--- src/rtl/ps2_keypad_rx.sv ---
// PS/2 keyboard receiver: conditions the raw lines, deframes 11-bit frames
// and turns W/A/S/D and extended arrow make/break codes into held-key levels.
module ps2_keypad_rx #(
    parameter int FILTER_LEN     = 8,
    parameter int TIMEOUT_CYCLES = 200000
) (
    input  logic       clk,
    input  logic       reset,
    input  logic       ps2_clk,
    input  logic       ps2_data,
    output logic [7:0] rx_data,
    output logic       rx_valid,
    output logic       rx_err,
    output logic       p1_up,
    output logic       p1_down,
    output logic       p1_left,
    output logic       p1_right,
    output logic       p2_up,
    output logic       p2_down,
    output logic       p2_left,
    output logic       p2_right
);
    localparam int FW = $clog2(FILTER_LEN + 1);
    localparam int TW = $clog2(TIMEOUT_CYCLES + 1);
    localparam logic [FW-1:0] FLAST = FW'(FILTER_LEN - 1);
    localparam logic [TW-1:0] TLAST = TW'(TIMEOUT_CYCLES - 1);

    typedef enum logic [1:0] {
        IDLE,
        DATA,
        PARITY,
        STOP
    } state_t;

    state_t state, state_nx;

    logic [1:0]    clk_sync;
    logic [1:0]    dat_sync;
    logic          clk_filt;
    logic          clk_prev;
    logic [FW-1:0] filt_cnt;
    logic          fall;
    logic          bit_in;
    logic [2:0]    bit_cnt;
    logic [7:0]    shift;
    logic          par_bit;
    logic [TW-1:0] tcnt;
    logic          timeout;
    logic          frame_ok;
    logic          frame_bad;
    logic          brk;
    logic          ext;

    assign bit_in  = dat_sync[1];
    assign fall    = clk_prev & ~clk_filt;
    assign timeout = (state != IDLE) && !fall && (tcnt == TLAST);

    // The filtered clock only moves after a sustained disagreement.
    always_ff @(posedge clk) begin
        if (reset) begin
            clk_sync <= 2'b11;
            dat_sync <= 2'b11;
            clk_filt <= 1'b1;
            clk_prev <= 1'b1;
            filt_cnt <= '0;
        end else begin
            clk_sync <= {clk_sync[0], ps2_clk};
            dat_sync <= {dat_sync[0], ps2_data};
            clk_prev <= clk_filt;
            if (clk_sync[1] == clk_filt) begin
                filt_cnt <= '0;
            end else if (filt_cnt == FLAST) begin
                clk_filt <= clk_sync[1];
                filt_cnt <= '0;
            end else begin
                filt_cnt <= filt_cnt + 1'b1;
            end
        end
    end

    always_ff @(posedge clk) begin
        if (reset) begin
            state <= IDLE;
        end else begin
            state <= state_nx;
        end
    end

    always_comb begin
        state_nx  = state;
        frame_ok  = 1'b0;
        frame_bad = 1'b0;
        if (timeout) begin
            state_nx  = IDLE;
            frame_bad = 1'b1;
        end else if (fall) begin
            case (state)
                IDLE: begin
                    if (!bit_in) state_nx = DATA;
                end
                DATA: begin
                    if (bit_cnt == 3'd7) state_nx = PARITY;
                end
                PARITY: state_nx = STOP;
                STOP: begin
                    state_nx = IDLE;
                    // Odd parity: data bits plus parity bit must XOR to 1.
                    if (bit_in && (^shift ^ par_bit)) frame_ok = 1'b1;
                    else frame_bad = 1'b1;
                end
                default: state_nx = IDLE;
            endcase
        end
    end

    always_ff @(posedge clk) begin
        if (reset) begin
            bit_cnt  <= '0;
            shift    <= '0;
            par_bit  <= 1'b0;
            tcnt     <= '0;
            rx_data  <= '0;
            rx_valid <= 1'b0;
            rx_err   <= 1'b0;
        end else begin
            rx_valid <= frame_ok;
            rx_err   <= frame_bad;
            if (frame_ok) rx_data <= shift;
            if (state == IDLE || fall || timeout) tcnt <= '0;
            else tcnt <= tcnt + 1'b1;
            if (fall) begin
                if (state == IDLE) bit_cnt <= '0;
                if (state == DATA) begin
                    shift   <= {bit_in, shift[7:1]};
                    bit_cnt <= bit_cnt + 1'b1;
                end
                if (state == PARITY) par_bit <= bit_in;
            end
        end
    end

    always_ff @(posedge clk) begin
        if (reset) begin
            brk      <= 1'b0;
            ext      <= 1'b0;
            p1_up    <= 1'b0;
            p1_down  <= 1'b0;
            p1_left  <= 1'b0;
            p1_right <= 1'b0;
            p2_up    <= 1'b0;
            p2_down  <= 1'b0;
            p2_left  <= 1'b0;
            p2_right <= 1'b0;
        end else if (rx_err) begin
            brk <= 1'b0;
            ext <= 1'b0;
        end else if (rx_valid) begin
            case (rx_data)
                8'hF0: brk <= 1'b1;
                8'hE0: ext <= 1'b1;
                default: begin
                    brk <= 1'b0;
                    ext <= 1'b0;
                    if (!ext) begin
                        case (rx_data)
                            8'h1D:   p1_up    <= !brk;
                            8'h1B:   p1_down  <= !brk;
                            8'h1C:   p1_left  <= !brk;
                            8'h23:   p1_right <= !brk;
                            default: ;
                        endcase
                    end else begin
                        case (rx_data)
                            8'h75:   p2_up    <= !brk;
                            8'h72:   p2_down  <= !brk;
                            8'h6B:   p2_left  <= !brk;
                            8'h74:   p2_right <= !brk;
                            default: ;
                        endcase
                    end
                end
            endcase
        end
    end
endmodule

--- config.mk ---
export PLATFORM = sky130hd
export DESIGN_NAME = ps2_keypad_rx
export DESIGN_NICKNAME = d
export VERILOG_FILES = /design/src/rtl/ps2_keypad_rx.sv
export SDC_FILE = /design/constraint.sdc
export NUM_CORES = 1
export LEC_CHECK = 0
export CAP_MARGIN = 20
export CORE_MARGIN = 1.5
export CORE_UTILIZATION = 45
export CTS_CLUSTER_SIZE = 40
export DETAILED_ROUTE_END_ITERATION = 16
export SKIP_CTS_REPAIR_TIMING = 1
export SYNTH_ARGS = -nofsm -noshare
export SYNTH_HDL_FRONTEND = slang
export SYNTH_SLANG_ARGS = --single-unit
--- constraint.sdc ---
create_clock -name clk -period 4.15 [get_ports clk]
set_clock_uncertainty 0.05 [all_clocks]
set_input_delay 0.83 -clock clk [delete_from_list [all_inputs] [get_ports clk]]
set_output_delay 0.83 -clock clk [all_outputs]
set_load 0.02 [all_outputs]
==> results of run 1 <==
path summary, 6_finish.rpt:
| path | from | end | slack, ns | cells past startpoint |
|---|---|---|---|---|
| worst min-delay path | dat_sync[0] | dat_sync[1] | 0.35 | 1 |
| worst max register to register | tcnt[2] | tcnt[10] | 2.21 | 4 |
| worst min register to register | dat_sync[0] | dat_sync[1] | 0.35 | 1 |
| worst max-delay path | rx_data[0] | rx_data[0] | 1.80 | 1 |
cells by family after synthesis:
| logic type | share of synthesized area [%] |
|---|---|
| flops | 43.8 |
| simple gates | 28.3 |
| xor+xnor | 8.04 |
| fa+ha+maj | 3.53 |
| buf+inv | 2.65 |
| compound gates | 6.10 |
| mux | 7.55 |
stage by stage:
| stage | power, mW | setup slack, ns |
|---|---|---|
| floorplan | 0.621 | 2.51 |
| detailed placement | 0.627 | 1.72 |
| finish | 1.05 | 1.80 |
| global route | 1.10 | 1.73 |
| CTS | 1.07 | 1.77 |
| global placement | 0.626 | 1.75 |
synth_stat cells, types with 5 or more instances:
cell type,instances,share of area (%)
xor2_1,12,3.7
dfxtp_1,62,44
nand2_1,27,3.6
nor2_1,33,4.4
nand4_1,17,3.8
or2_2,5,1.1
nor2b_1,5,1.1
inv_1,8,1.1
nand3_1,9,1.6
a21oi_1,16,2.8
clkbuf_1,8,1.1
mux2i_1,18,6.4
xnor2_1,6,1.9
or3_1,8,1.8
o21ai_0,6,1.1
nand2b_1,15,3.3
ha_1,8,3.5
cell type report:
type                            instances  area share, %
Sequential cell                        62           38.1
Tap cell                               75           2.88
Clock inverter                          2          0.308
Multi-Input combinational cell        226           46.6
Clock buffer                           12           4.46
Timing Repair Buffer                   22           6.69
Inverter                                8          0.923
flip-flops by register name, summed over array words and instances (netlist names), 2 cells and up:
register,cells
clk_sync,2
filt_cnt,4
shift,8
state,2
tcnt,18
dat_sync,2
bit_cnt,3
rx_data,8
metal layers:
layer | track usage (%) | vias up | wire, um
met5 | 0 | - | 0
met4 | 6.27 | 0 | 69
met3 | 6.37 | 6 | 233
met2 | 25.9 | 34 | 2280
met1 | 20.0 | 958 | 2560
li1 | - | 1103 | -
power by group through the flow:
stage / clock network (mW) / registers (mW) / logic (mW)
3_3_place_gp: 0 / 0.612 / 0.0147
4_1_cts: 0.453 / 0.598 / 0.0148
3_5_place_dp: 0 / 0.612 / 0.0148
6_report: 0.435 / 0.599 / 0.0146
2_1_floorplan: 0 / 0.611 / 0.00998
5_1_grt: 0.481 / 0.598 / 0.0165
==> results.yml, run 1 <==
floorplanning:
  dieArea_sq_um: 6780
  die_h_um: 82.3
  coreArea_sq_um: 5990
  initial_utilization_pct: 47.3
  fp.dieW_um: 82.3
  rows: 28
  io_pins: 22
clocking:
  clk_pin_slew_worst_paths_ns: 0.06
  numCtsBuffers: 9
  clk_latency_ns: 0.33
  clock-sinks: 62
  cts_max_level: 3
  clock_path_buffers: 2
  cts-root-buf: "clkbuf_8"
  tritoncts: "done"
route:
  drcViolationCount: 0
  drtIter0Drc: 77
  drt_wl_total_um: 5140
  wl_per_cell_um: 12.6
  dr.pass1.iters: 4
  viasPerCell: 5.16
  route.vias.total: 2101
  ant_nets: 0
global_route:
  grt-ovfl-total: 0
  grt_max_degree: 39
  grt_pass1_vias: 1861
  grt_pass1_wl_um: 8460
  groute.usage.overall_pct: 16.4
  antenna_found_initial: 0
finish:
  layout_commonest_cell: "dfxtp_1"
  stdcell_count: 407
  final_cell_area_sq_um: 3250
  final_cell_mix: "62 x dfxtp_1, 33 x nor2_1, 27 x nand2_1"
  diodes: 0
  utilization_pct: 54.3
  final_layout_size_suffix_gt1_share_pct: 7.23
  multi_input_area_sq_um: 1520
  synthToLayoutAreaGrowth_pct: 14.9
  seq_area_sq_um: 1240
  nets: 341
  nFillCells: 546
synth:
  synth_nets: 319
  ys.flop_type: "dfxtp_1"
  syn_area_per_cell_sq_um: 9.23
  synth-edff-count: 0
  ys_ff_latch: 62
  syn_area_sq_um: 2830
  ys_warn_count: 0
  ys_async_sr_fraction_pct: 0
  ys_types: 42
  ys_seq_area_share_pct: 43.8
  syn_inst: 307
timing:
  slew_headroom_pct: 49.7
  hold_viol: 0
  fmax_mhz: 426
  holdWs_ns: 0.353
  fin_crit_ns: 2.35
  setup_viol: 0
  rsz0062_at_grt: "false"
  fin_tns_setup_ns: 0
  final_max_slew_viol_count: 0
  worst_pin_slew_ns: 0.755
  min_period_over_period_pct: 56.6
pwr:
  comb_power_share_pct: 1.4
  power.switching_mw: 0.219
  p_per_area_nw_per_um2: 322
  seq_power_share_pct: 57.1
  ir_drop_uv: 226
  switching_share_pct: 20.9
  p_leak_nw: 1.16
  pwr-share-clk_pct: 41.5
  p_int_mw: 0.829
setup_path:
  slowest_stage: "clkdlybuf4s50_1"
  cp_num_buf_inv: 1
  critPathMaxFanout: 8
  start_kind: "flop"
  worstPathArrival_ns: 1.47
  cp_slowest_stage_delay_ns: 0.66
  critical_path_required_ns: 3.27
  cp_cell_sequence: "clkdlybuf4s50_1"
  cp-end-kind: "output pin"
  path_delay_family: "buffers and inverters"
  criticalPathCategory: "reg2out"
placed_design:
  place_hpwl_um: 3600
  postPlaceCellArea_sq_um: 3100
  port_buffers: 21
  gp_congestion: 0.736
  dp_cells: 393
run:
  drv_cap: 0
min_path:
  hold_path.class: "reg2reg"
status:
  status: "completed"
Note: power is estimated with default switching activity, not from simulation.
==> inputs of run 2 (changes only) <==
- clock period: 4.15 -> 2.3 ns (I/O delays scaled with it)
==> run 2 against run 1 <==
Die area unchanged. Global-route usage rose by 0.12 points. Sequential share of layout area down 0.52 points. Via count is 2.3% higher. Register-to-register slack got worse by 1.8 ns. Final cell count is 0.98% higher. Worst setup slack lost 1.5 ns. Highest routed layer unchanged. Critical path depth did not move. Sequential power rose by 80%. Critical endpoint unchanged.
==> results.yml, run 2 (same netlist as run 1, synthesis figures left out) <==
placed_design:
  postPlaceCellArea_sq_um: 3130
  port_buffers: 21
  dp_cells: 396
  gp_congestion: 0.786
  place_hpwl_um: 3560
route:
  drcViolationCount: 0
  drt_wl_total_um: 5110
  wl_per_cell_um: 12.4
  route.vias.total: 2150
  dr.pass1.iters: 4
  viasPerCell: 5.23
  drtIter0Drc: 77
  ant_nets: 0
finish:
  final_layout_size_suffix_gt1_share_pct: 8.63
  seq_area_sq_um: 1240
  final_cell_area_sq_um: 3300
  multi_input_area_sq_um: 1520
  nFillCells: 542
  stdcell_count: 411
  nets: 344
  top_regs: "tcnt (18), rx_data (8), shift (8)"
  regMostFlops: "tcnt"
  largest_reg_flops: 18
  layout_commonest_cell: "dfxtp_1"
  final_cell_mix: "62 x dfxtp_1, 33 x nor2_1, 27 x nand2_1"
  diodes: 0
  synthToLayoutAreaGrowth_pct: 16.5
setup_path:
  worstPathArrival_ns: 1.47
  cp_cell_sequence: "clkdlybuf4s50_1"
  cp_slowest_stage_delay_ns: 0.66
  critical_path_required_ns: 1.79
  r2r_slack_ns: 0.44
  cp_num_buf_inv: 1
  critPathMaxFanout: 8
  slowest_stage: "clkdlybuf4s50_1"
  start_kind: "flop"
  cp-end-kind: "output pin"
  path_delay_family: "buffers and inverters"
  criticalPathCategory: "reg2out"
timing:
  worst_pin_slew_ns: 0.733
  final_max_slew_viol_count: 0
  slew_headroom_pct: 51.1
  fin_tns_setup_ns: 0
  min_period_over_period_pct: 86.1
  rsz0062_at_grt: "false"
  hold_viol: 0
  setup_viol: 0
  fmax_mhz: 505
  fin_crit_ns: 1.98
min_path:
  hold_path.class: "reg2reg"
global_route:
  grt-ovfl-total: 0
  grt_max_degree: 49
  groute.usage.overall_pct: 16.5
  grt_pass1_vias: 1913
  antenna_found_initial: 0
  grt_pass1_wl_um: 8510
clocking:
  cts-root-buf: "clkbuf_8"
  clock_path_buffers: 2
  tritoncts: "done"
  clk_pin_slew_worst_paths_ns: 0.07
  cts_max_level: 3
  numCtsBuffers: 9
  clk_latency_ns: 0.33
  clock-sinks: 62
floorplanning:
  initial_utilization_pct: 47.3
  io_pins: 22
  die_h_um: 82.3
  coreArea_sq_um: 5990
  fp.dieW_um: 82.3
  rows: 28
  dieArea_sq_um: 6780
pwr:
  ir_drop_uv: 356
  p_per_area_nw_per_um2: 584
  p_leak_nw: 1.19
status:
  status: "completed"
run:
  drv_cap: 0
==> run 2: changes by cell type in the layout (fill, tap and decap cells not counted) <==
cell / previous run / this run
clkinv_2: 2 / 3
clkinv_4: 0 / 1
buf_4: 1 / 3
clkbuf_1: 2 / 1
buf_12: 0 / 1
==> run 2: metal layers <==
layer	share of wire, %	vias up	global-route usage, %
met5	0	-	0
met2	44	41	25.6
met1	50	989	21.0
li1	-	1112	-
met3	4.3	8	5.05
met4	1.3	0	7.29
==> run 2: power by group <==
group	total [mW]	internal [mW]	leakage [nW]	switching [mW]
Combinational	0.0294	0.0153	0.600	0.0141
Clock	0.817	0.411	0.0889	0.406
Sequential	1.08	1.08	0.500	0.00251
==> run 2: layout make-up <==
cell class,count,share of cell area (%)
timing repair buffer,25,7.66
multi-input combinational,226,46.0
clock inverter,4,0.721
sequential,62,37.6
tap,75,2.84
clock buffer,11,4.29
inverter,8,0.910
==> run 2: worst paths after layout <==
path                                   from          end  cells after the start
worst min-delay path            clk_sync[0]  clk_sync[1]                      1
worst max-delay path             rx_data[0]   rx_data[0]                      1
worst min register to register  clk_sync[0]  clk_sync[1]                      1
worst max register to register     tcnt[13]     tcnt[12]                      4
==> run 2: metrics by stage <==
step | utilization [%] | hold WS [ns] | worst slack (ns) | power [mW]
floorplan | - | 0.339 | 0.655 | 1.12
global placement | 52.3 | 0.343 | 0.382 | 1.13
detailed placement | 52.3 | 0.349 | 0.377 | 1.13
CTS | 55.1 | 0.365 | 0.298 | 1.96
global route | 55.1 | 0.385 | 0.261 | 2.01
finish | 55.1 | 0.365 | 0.321 | 1.93
==> run 2: worst register-to-register path: stages (launching register included) <==
cell	delay, ns
dfxtp_1	0.35
nor4b_1	0.42
nand4_1	0.18
o21ai_2	0.61
nor2_1	0.12
==> inputs of run 3 (changes only) <==
- CAP_MARGIN: 20 -> default
==> results of run 3 <==
No change in the layout: final DEF, timing and power equal those of run 2.
